===== src/rtl/cp0_pkg.sv =====
// Shared CP0 definitions: register indices, field positions, exception codes
// and the default exception handler entry point.
package cp0_pkg;

  localparam logic [4:0] REG_SR    = 5'd12;
  localparam logic [4:0] REG_CAUSE = 5'd13;
  localparam logic [4:0] REG_EPC   = 5'd14;
  localparam logic [4:0] REG_PRID  = 5'd15;

  localparam int SR_IM_HI     = 15;
  localparam int SR_IM_LO     = 10;
  localparam int SR_EXL       = 1;
  localparam int SR_IE        = 0;
  localparam int CAUSE_BD     = 31;
  localparam int CAUSE_IP_HI  = 15;
  localparam int CAUSE_IP_LO  = 10;
  localparam int CAUSE_EXC_HI = 6;
  localparam int CAUSE_EXC_LO = 2;

  localparam logic [4:0] EXC_INT     = 5'd0;
  localparam logic [4:0] EXC_ADEL    = 5'd4;
  localparam logic [4:0] EXC_ADES    = 5'd5;
  localparam logic [4:0] EXC_SYSCALL = 5'd8;
  localparam logic [4:0] EXC_RI      = 5'd10;
  localparam logic [4:0] EXC_OV      = 5'd12;

  localparam logic [31:0] HANDLER_ADDR = 32'h0000_4180;

  typedef enum logic {
    MODE_NORMAL  = 1'b0,
    MODE_HANDLER = 1'b1
  } mode_e;

endpackage


===== src/rtl/cp0_ctrl.sv =====
// CP0 exception/interrupt controller: SR, Cause, EPC, PRId, plus the
// request logic that redirects the pipeline to the handler.
module cp0_ctrl
  import cp0_pkg::*;
#(
  parameter logic [31:0] PRID         = 32'h2024_0706,
  parameter logic [31:0] HANDLER_ADDR = cp0_pkg::HANDLER_ADDR
) (
  input  logic        clk,
  input  logic        reset,
  input  logic        en,
  input  logic [4:0]  A1,
  input  logic [31:0] CP0_in,
  output logic [31:0] CP0_out,
  input  logic [31:0] VPC,
  input  logic        BD_in,
  input  logic [4:0]  ExcCode_in,
  input  logic [5:0]  HWInt,
  input  logic        EXL_clr,
  output logic        req,
  output logic [31:0] EPC_out,
  output logic [31:0] handler_pc
);

  // SR.EXL is the mode register itself
  mode_e       mode_q, mode_d;
  logic [5:0]  sr_im_q, sr_im_d;
  logic        sr_ie_q, sr_ie_d;
  logic        cause_bd_q, cause_bd_d;
  logic [5:0]  cause_ip_q, cause_ip_d;
  logic [4:0]  cause_exc_q, cause_exc_d;
  logic [31:0] epc_q, epc_d;

  logic        int_req;
  logic        exc_req;
  logic [31:0] vpc_aligned;
  logic        unused_vpc;

  assign unused_vpc  = ^VPC[1:0];
  assign vpc_aligned = {VPC[31:2], 2'b00};
  assign int_req     = (|(HWInt & sr_im_q)) & sr_ie_q & (mode_q == MODE_NORMAL);
  assign exc_req     = (ExcCode_in != EXC_INT) & (mode_q == MODE_NORMAL);
  assign req         = int_req | exc_req;
  assign EPC_out     = epc_q;
  assign handler_pc  = HANDLER_ADDR;

  always_comb begin
    mode_d      = mode_q;
    sr_im_d     = sr_im_q;
    sr_ie_d     = sr_ie_q;
    cause_bd_d  = cause_bd_q;
    cause_ip_d  = HWInt;
    cause_exc_d = cause_exc_q;
    epc_d       = epc_q;
    if (req) begin
      mode_d      = MODE_HANDLER;
      cause_bd_d  = BD_in;
      cause_exc_d = int_req ? EXC_INT : ExcCode_in;
      epc_d       = BD_in ? (vpc_aligned - 32'd4) : vpc_aligned;
    end else begin
      if (en && (A1 == REG_SR)) begin
        sr_im_d = CP0_in[SR_IM_HI:SR_IM_LO];
        sr_ie_d = CP0_in[SR_IE];
        mode_d  = mode_e'(CP0_in[SR_EXL]);
      end
      if (en && (A1 == REG_EPC)) begin
        epc_d = {CP0_in[31:2], 2'b00};
      end
      // eret wins over an mtc0 that writes EXL in the same cycle
      if (EXL_clr) begin
        mode_d = MODE_NORMAL;
      end
    end
  end

  always_ff @(posedge clk or posedge reset) begin
    if (reset) begin
      mode_q      <= MODE_NORMAL;
      sr_im_q     <= '0;
      sr_ie_q     <= 1'b0;
      cause_bd_q  <= 1'b0;
      cause_ip_q  <= '0;
      cause_exc_q <= '0;
      epc_q       <= '0;
    end else begin
      mode_q      <= mode_d;
      sr_im_q     <= sr_im_d;
      sr_ie_q     <= sr_ie_d;
      cause_bd_q  <= cause_bd_d;
      cause_ip_q  <= cause_ip_d;
      cause_exc_q <= cause_exc_d;
      epc_q       <= epc_d;
    end
  end

  always_comb begin
    CP0_out = '0;
    case (A1)
      REG_SR: begin
        CP0_out[SR_IM_HI:SR_IM_LO] = sr_im_q;
        CP0_out[SR_EXL]            = (mode_q == MODE_HANDLER);
        CP0_out[SR_IE]             = sr_ie_q;
      end
      REG_CAUSE: begin
        CP0_out[CAUSE_BD]                  = cause_bd_q;
        CP0_out[CAUSE_IP_HI:CAUSE_IP_LO]   = cause_ip_q;
        CP0_out[CAUSE_EXC_HI:CAUSE_EXC_LO] = cause_exc_q;
      end
      REG_EPC:  CP0_out = epc_q;
      REG_PRID: CP0_out = PRID;
      default:  CP0_out = '0;
    endcase
  end

endmodule

===== config.mk =====
export PLATFORM = sky130hd
export DESIGN_NAME = cp0_ctrl
export DESIGN_NICKNAME = d
export VERILOG_FILES = /design/src/rtl/cp0_pkg.sv /design/src/rtl/cp0_ctrl.sv
export SDC_FILE = /design/constraint.sdc
export NUM_CORES = 1
export LEC_CHECK = 0
export CORE_MARGIN = 5
export CORE_UTILIZATION = 41
export DETAILED_ROUTE_END_ITERATION = 12
export GPL_TIMING_DRIVEN = 0
export PLACE_DENSITY = 0.8
export SYNTH_ARGS = -nofsm -noshare
export SYNTH_HDL_FRONTEND = slang
export SYNTH_SLANG_ARGS = --single-unit

===== constraint.sdc =====
create_clock -name clk -period 2.1 [get_ports clk]
set_input_delay 0.315 -clock clk [delete_from_list [all_inputs] [get_ports clk]]
set_output_delay 0.315 -clock clk [all_outputs]
set_load 0.02 [all_outputs]

==> flow_metrics.tcl, run 1 <==
set metrics [dict create \
    grt_max_degree 36 \
    cpLargestDelayFamily "buffers and inverters" \
    final_util_pct 64.5 \
    fin_cells 668 \
    root_buffer "clkbuf_8" \
    num_vias 3349 \
    diodes 0 \
    endpoint_kind "primary output" \
    port_buffers 143 \
    rsz0062_at_grt "true" \
    status "completed" \
    nets 648 \
    dp_hpwl_um 9140 \
    die_h_um 103 \
    syn_inst 369 \
    cts_tree "done" \
    async_flop_share_pct 100 \
    worstPathMaxFanout 10 \
    synth_enable_flop_cells 0 \
    drtIter0Drc 104 \
    internal-power_mw 3.00 \
    drive_gt1_share_pct 22.9 \
    critical_path_arrival_ns 1.74 \
    period_needed_ns 2.05 \
    antenna_left 0 \
    max_freq_ghz 0.487 \
    path_cells "clkdlybuf4s50_1 -> nor2b_4 -> clkbuf_4 -> and3_1 -> clkdlybuf4s15_2" \
    finClkSkew_ns 0.00374 \
    synth_seq_cells 50 \
    ios 182 \
    place_congestion 0.879 \
    leakage_nw 2.44 \
    max-clock-path-buffers 2 \
    via_per_inst 5.01 \
    grt.overflow.total 0 \
    dpl.cell_count 650 \
    ys.flop_type "dfrtp_1" \
    cts.sinks 50 \
    core_area_um2 8300 \
    die_w_um 103 \
    p_per_area_nw_per_um2 929 \
    seq_area_frac_synth_pct 35.4 \
    synth_top_cell_area_share_pct 35.4 \
    hold_buffers 0 \
    hold_violations 0 \
    cap_violations 0 \
    place_area_um2 5240 \
    clk_latency_ns 0.30 \
    clockPowerShare_pct 13.9 \
    p_sw_mw 1.98 \
    critPathBufInv 3 \
    setup_viol 0 \
    antenna_found_initial 0 \
    drc 0 \
    fp-row-count 33 \
    cts_made_buffers 5 \
    synthDistinctLibCells 51 \
    syn-cell-area_um2 3530 \
    synth.area.top_cells "dfrtp_1 (35%), mux2i_1 (15%), buf_4 (7.6%)" \
    clk_pin_slew_worst_paths_ns 0.09 \
    required_ns 1.78 \
    cp-start-kind "primary input" \
    slew_viol_final 0 \
    cpMaxStageDelayCell "clkdlybuf4s50_1" \
    switching_share_pct 39.8 \
    cts-htree-levels 2 \
    ys_warn_count 0 \
    track_usage_pct 21.4 \
    wl_um 11500 \
    wl_per_cell_um 17.2 \
    pwr-share-seq_pct 34.3 \
    grt_pass1_wl_um 17400 \
    cpPeakStageDelay_ns 0.53 \
    hold_path.class "in -> reg" \
    crit_type "in -> out" \
    fin_total_pwr_mw 4.97 \
    grt_pass1_vias 3290 \
    syn_area_per_cell_um2 9.58 \
    vdd_drop_max_mv 0.657 \
    fin_area_um2 5350 \
    dieArea_um2 10600 \
    drtPass1Iterations 4 \
    final_cell_mix "clkdlybuf4s50_1 (105), mux2i_1 (54), dfrtp_1 (50)" \
    final_common_cell "clkdlybuf4s50_1" \
    area_delta_synth_final_pct 51.4 \
    finalCritPeriodShare_pct 97.8 \
    initial_core_util_pct 42.6 \
    synth_area_leader_cell "dfrtp_1" \
    p_comb_share_pct 51.8 \
]
-- synth_stat cells, drive strengths merged (2+ instances only) --
library cell,instances
nand2,29
a22o,3
and3,18
xor2,5
nor2,37
nand3,5
or2,2
nor2b,3
a21oi,8
conb,2
nor3,13
o21ai,16
nand4,4
clkbuf,5
mux2,8
mux2i,54
a22oi,5
dfrtp,50
xnor2,20
nand3b,2
inv,5
buf,47
nor4,11
or3,2
-- worst register-to-register path, cell delays in order (launching register included) --
cell     delay [ns]
dfrtp_1        0.40
a22o_1         0.26
o31ai_4        0.26
a31o_1         0.18
buf_6          0.13
buf_4          0.22
buf_8          0.19
mux2i_1        0.25
-- what timing repair did --
item,in CTS,in global routing
endpoints found under the setup margin,53,34
cloned,0,0
pin swaps,6,6
resized for setup,92,36
setup buffers,6,5
-- worst paths after layout --
kind / start / to / slack [ns] / depth (start not counted)
max in group asynchronous: reset / EPC_out[12] / 1.27 / 3
hold / removal: HWInt[2] / cause_ip_q[2] / 0.17 / 1
min in group asynchronous: reset / EPC_out[23] / 0.31 / 2
setup reg to reg: sr_im_q[2] / EPC_out[25] / 0.13 / 7
hold reg to reg: cause_exc_q[1] / cause_exc_q[1] / 0.48 / 2
setup / recovery: A1[1] / CP0_out[23] / 0.05 / 5
-- power groups by stage --
stage	clock [mW]	combinational [mW]	sequential, mW
global route	0.758	2.77	1.76
global placement	0	2.47	1.71
detailed placement	0	2.53	1.72
finish	0.689	2.58	1.71
floorplan	0	1.08	1.99
CTS	0.710	2.61	1.70
-- metal layers --
layer  global-route usage [%]  vias to the layer above  wire (µm)
li1                         -                     1609          -
met5                        0                        -          0
met2                     37.8                      135       5770
met4                     4.28                        0        133
met3                     5.21                        9        990
met1                     26.6                     1596       4590
-- stage by stage --
step                hold slack (ns)   TNS (ns)  worst slack [ns]
floorplan                     0.346          0             0.327
global placement              0.453     -49.76            -0.804
detailed placement            0.464     -32.86            -0.834
CTS                           0.258    -0.0213           -0.0176
global route                  0.150  -0.000655         -0.000655
finish                        0.168          0            0.0471
-- flip-flops by register name, summed over array words and instances (netlist names) --
register,cells
sr_im_q,6
mode_q,1
cause_bd_q,1
EPC_out,30
cause_exc_q,5
sr_ie_q,1
cause_ip_q,6
-- area by class of cell --
class                           count  area, µm²
Inverter                            5       23.8
Clock buffer                        5       68.8
Timing Repair Buffer              155       1400
Clock inverter                      3       43.8
Buffer                             51        410
Tap cell                          105        131
Sequential cell                    50       1250
Multi-Input combinational cell    294       2020
Fill cell                         731       2950
-- cells by family after synthesis --
logic type	count (synthesis)	synth area share, %
muxes	62	17.8
DFF	50	35.4
buffers and inverters	57	11.8
and+or+nand+nor	132	20.7
AOI/OAI and AO/OA	40	7.58
other	2	0.212
xor gates and xnor gates	25	6.19
adders and majority gates	1	0.354
Power figures use the tool's default switching activity.
==> run 2: changes to the inputs <==
--- a/config.mk
+++ b/config.mk
@@ -5,6 +5,7 @@
 export SDC_FILE = /design/constraint.sdc
 export NUM_CORES = 1
 export LEC_CHECK = 0
+export CAP_MARGIN = 20
 export CORE_MARGIN = 5
 export CORE_UTILIZATION = 41
 export DETAILED_ROUTE_END_ITERATION = 12
==> constraint.sdc (replaced) <==
create_clock -name clk -period 2 [get_ports clk]
set_input_delay 0.3 -clock clk [delete_from_list [all_inputs] [get_ports clk]]
set_output_delay 0.3 -clock clk [all_outputs]
set_load 0.02 [all_outputs]
==> run 2 against run 1 <==
- the run now ends with setup timing left
- clock-buffer cell count did not move
- sequential power rose by 5%
- first-iteration DRC count fell by 27%
- combinational power rose by 6%
- critical path depth rose by 3
- register-to-register slack got worse by 0.09 ns
- worst setup slack got worse by 0.13 ns
- sequential cell count did not move
- final cell count did not move
- die area did not move
==> flow_metrics.tcl, run 2 (same netlist as run 1, synthesis figures left out) <==
set metrics [dict create \
    die_h_um 103 \
    nets 648 \
    die_w_um 103 \
    num_vias 3330 \
    hold_path.class "in -> reg" \
    antenna_found_initial 0 \
    track_usage_pct 21.5 \
    period_needed_ns 2.08 \
    cts.sinks 50 \
    grt_pass1_wl_um 17500 \
    dieArea_um2 10600 \
    finalCritPeriodShare_pct 104 \
    area_delta_synth_final_pct 54.4 \
    fp-row-count 33 \
    worstPathMaxFanout 2 \
    grt_pass1_vias 3289 \
    port_buffers 143 \
    drtIter0Drc 76 \
    slew_viol_final 0 \
    final_cell_mix "clkdlybuf4s50_1 (107), buf_4 (55), mux2i_1 (54)" \
    max_freq_ghz 0.481 \
    clockPowerShare_pct 13.9 \
    cp-start-kind "primary input" \
    internal-power_mw 3.18 \
    endpoint_kind "primary output" \
    dp_hpwl_um 9140 \
    cts_made_buffers 5 \
    p_comb_share_pct 52.0 \
    grt_max_degree 36 \
    wl_um 11500 \
    cap_violations 0 \
    drc 0 \
    hold_violations 0 \
    n_fill_cell 709 \
    place_congestion 0.879 \
    switching_share_pct 39.7 \
    leakage_nw 2.40 \
    max-clock-path-buffers 2 \
    finClkSkew_ns 0.00684 \
    cts-htree-levels 2 \
    fin_cells 668 \
    setup_viol 1 \
    initial_core_util_pct 42.6 \
    final_common_cell "clkdlybuf4s50_1" \
    drtPass1Iterations 4 \
    ios 182 \
    dpl.cell_count 650 \
    critical_path_arrival_ns 1.78 \
    p_sw_mw 2.09 \
    largest_reg_flops 30 \
    p_per_area_nw_per_um2 965 \
    violations "setup timing" \
    cts_tree "done" \
    wl_per_cell_um 17.2 \
    status "finished with violations" \
    clk_latency_ns 0.30 \
    pwr-share-seq_pct 34.1 \
    holdWs_ns 0.245 \
    vdd_drop_max_mv 0.679 \
    diodes 0 \
    via_per_inst 4.99 \
    required_ns 1.70 \
    rsz0062_at_grt "true" \
    grt.overflow.total 0 \
    postLayoutSetupSlackWorst_ns -0.0806 \
    clk_pin_slew_worst_paths_ns 0.10 \
    crit_type "in -> out" \
    drive_gt1_share_pct 24.2 \
    antenna_left 0 \
    final_util_pct 65.8 \
    core_area_um2 8300 \
    root_buffer "clkbuf_8" \
]
run 2: cell type report:
| class | instances | area, µm² | share of cell area (%) |
|---|---|---|---|
| Multi-Input combinational cell | 294 | 2030 | 37.1 |
| Inverter | 5 | 21.3 | 0.390 |
| Buffer | 51 | 432 | 7.91 |
| Clock inverter | 3 | 43.8 | 0.802 |
| Timing Repair Buffer | 155 | 1480 | 27.2 |
| Tap cell | 105 | 131 | 2.41 |
| Sequential cell | 50 | 1250 | 22.9 |
| Clock buffer | 5 | 68.8 | 1.26 |
run 2: routing by layer:
metal	up-vias	track usage, %	wire [µm]
li1	1610	-	-
met1	1567	26.7	4510
met2	142	37.8	5790
met3	11	5.55	1050
met4	0	4.28	142
met5	-	0	0
run 2: stage by stage:
stage | setup TNS, ns | power, mW | cell area (µm²) | setup slack (ns)
after global routing | -0.522 | 5.59 | 5460 | -0.195
after floorplan | 0 | 3.22 | 3650 | 0.242
after detailed placement | -38.83 | 4.46 | 5240 | -0.904
after global placement | -59.98 | 4.38 | 5220 | -0.874
after CTS | -0.176 | 5.27 | 5440 | -0.103
final | -0.0806 | 5.27 | 5460 | -0.0806
run 2: final timing paths:
kind | cells past startpoint | end | slack (ns) | from
worst min register to register | 2 | cause_exc_q[1] | 0.48 | cause_exc_q[1]
worst min-delay path | 1 | cause_ip_q[1] | 0.24 | HWInt[1]
worst max-delay path | 8 | req | -0.08 | HWInt[2]
min in group asynchronous | 2 | EPC_out[23] | 0.30 | reset
max in group asynchronous | 3 | EPC_out[12] | 1.19 | reset
worst max register to register | 7 | EPC_out[25] | 0.04 | sr_im_q[4]
run 2: timing repair:
| item | in CTS | in global routing |
|---|---|---|
| setup endpoints to repair | 61 | 41 |
| setup buffers | 8 | 3 |
| resized for setup | 123 | 27 |
| hold buffers | 0 | 0 |
| pin swaps | 6 | 4 |
run 2: worst max-delay path, stage by stage:
cell and delay (ns):
clkdlybuf4s50_1 0.43, a22o_1 0.29, o31ai_4 0.19, a31o_1 0.18, buf_6 0.12, inv_4 0.03
buf_6 0.11, buf_6 0.12
run 2: power groups by stage:
stage	logic (mW)	clock network (mW)	registers, mW
after CTS	2.74	0.745	1.79
after global routing	2.94	0.794	1.85
after global placement	2.59	0	1.79
after floorplan	1.13	0	2.09
after detailed placement	2.66	0	1.81
final	2.74	0.732	1.79
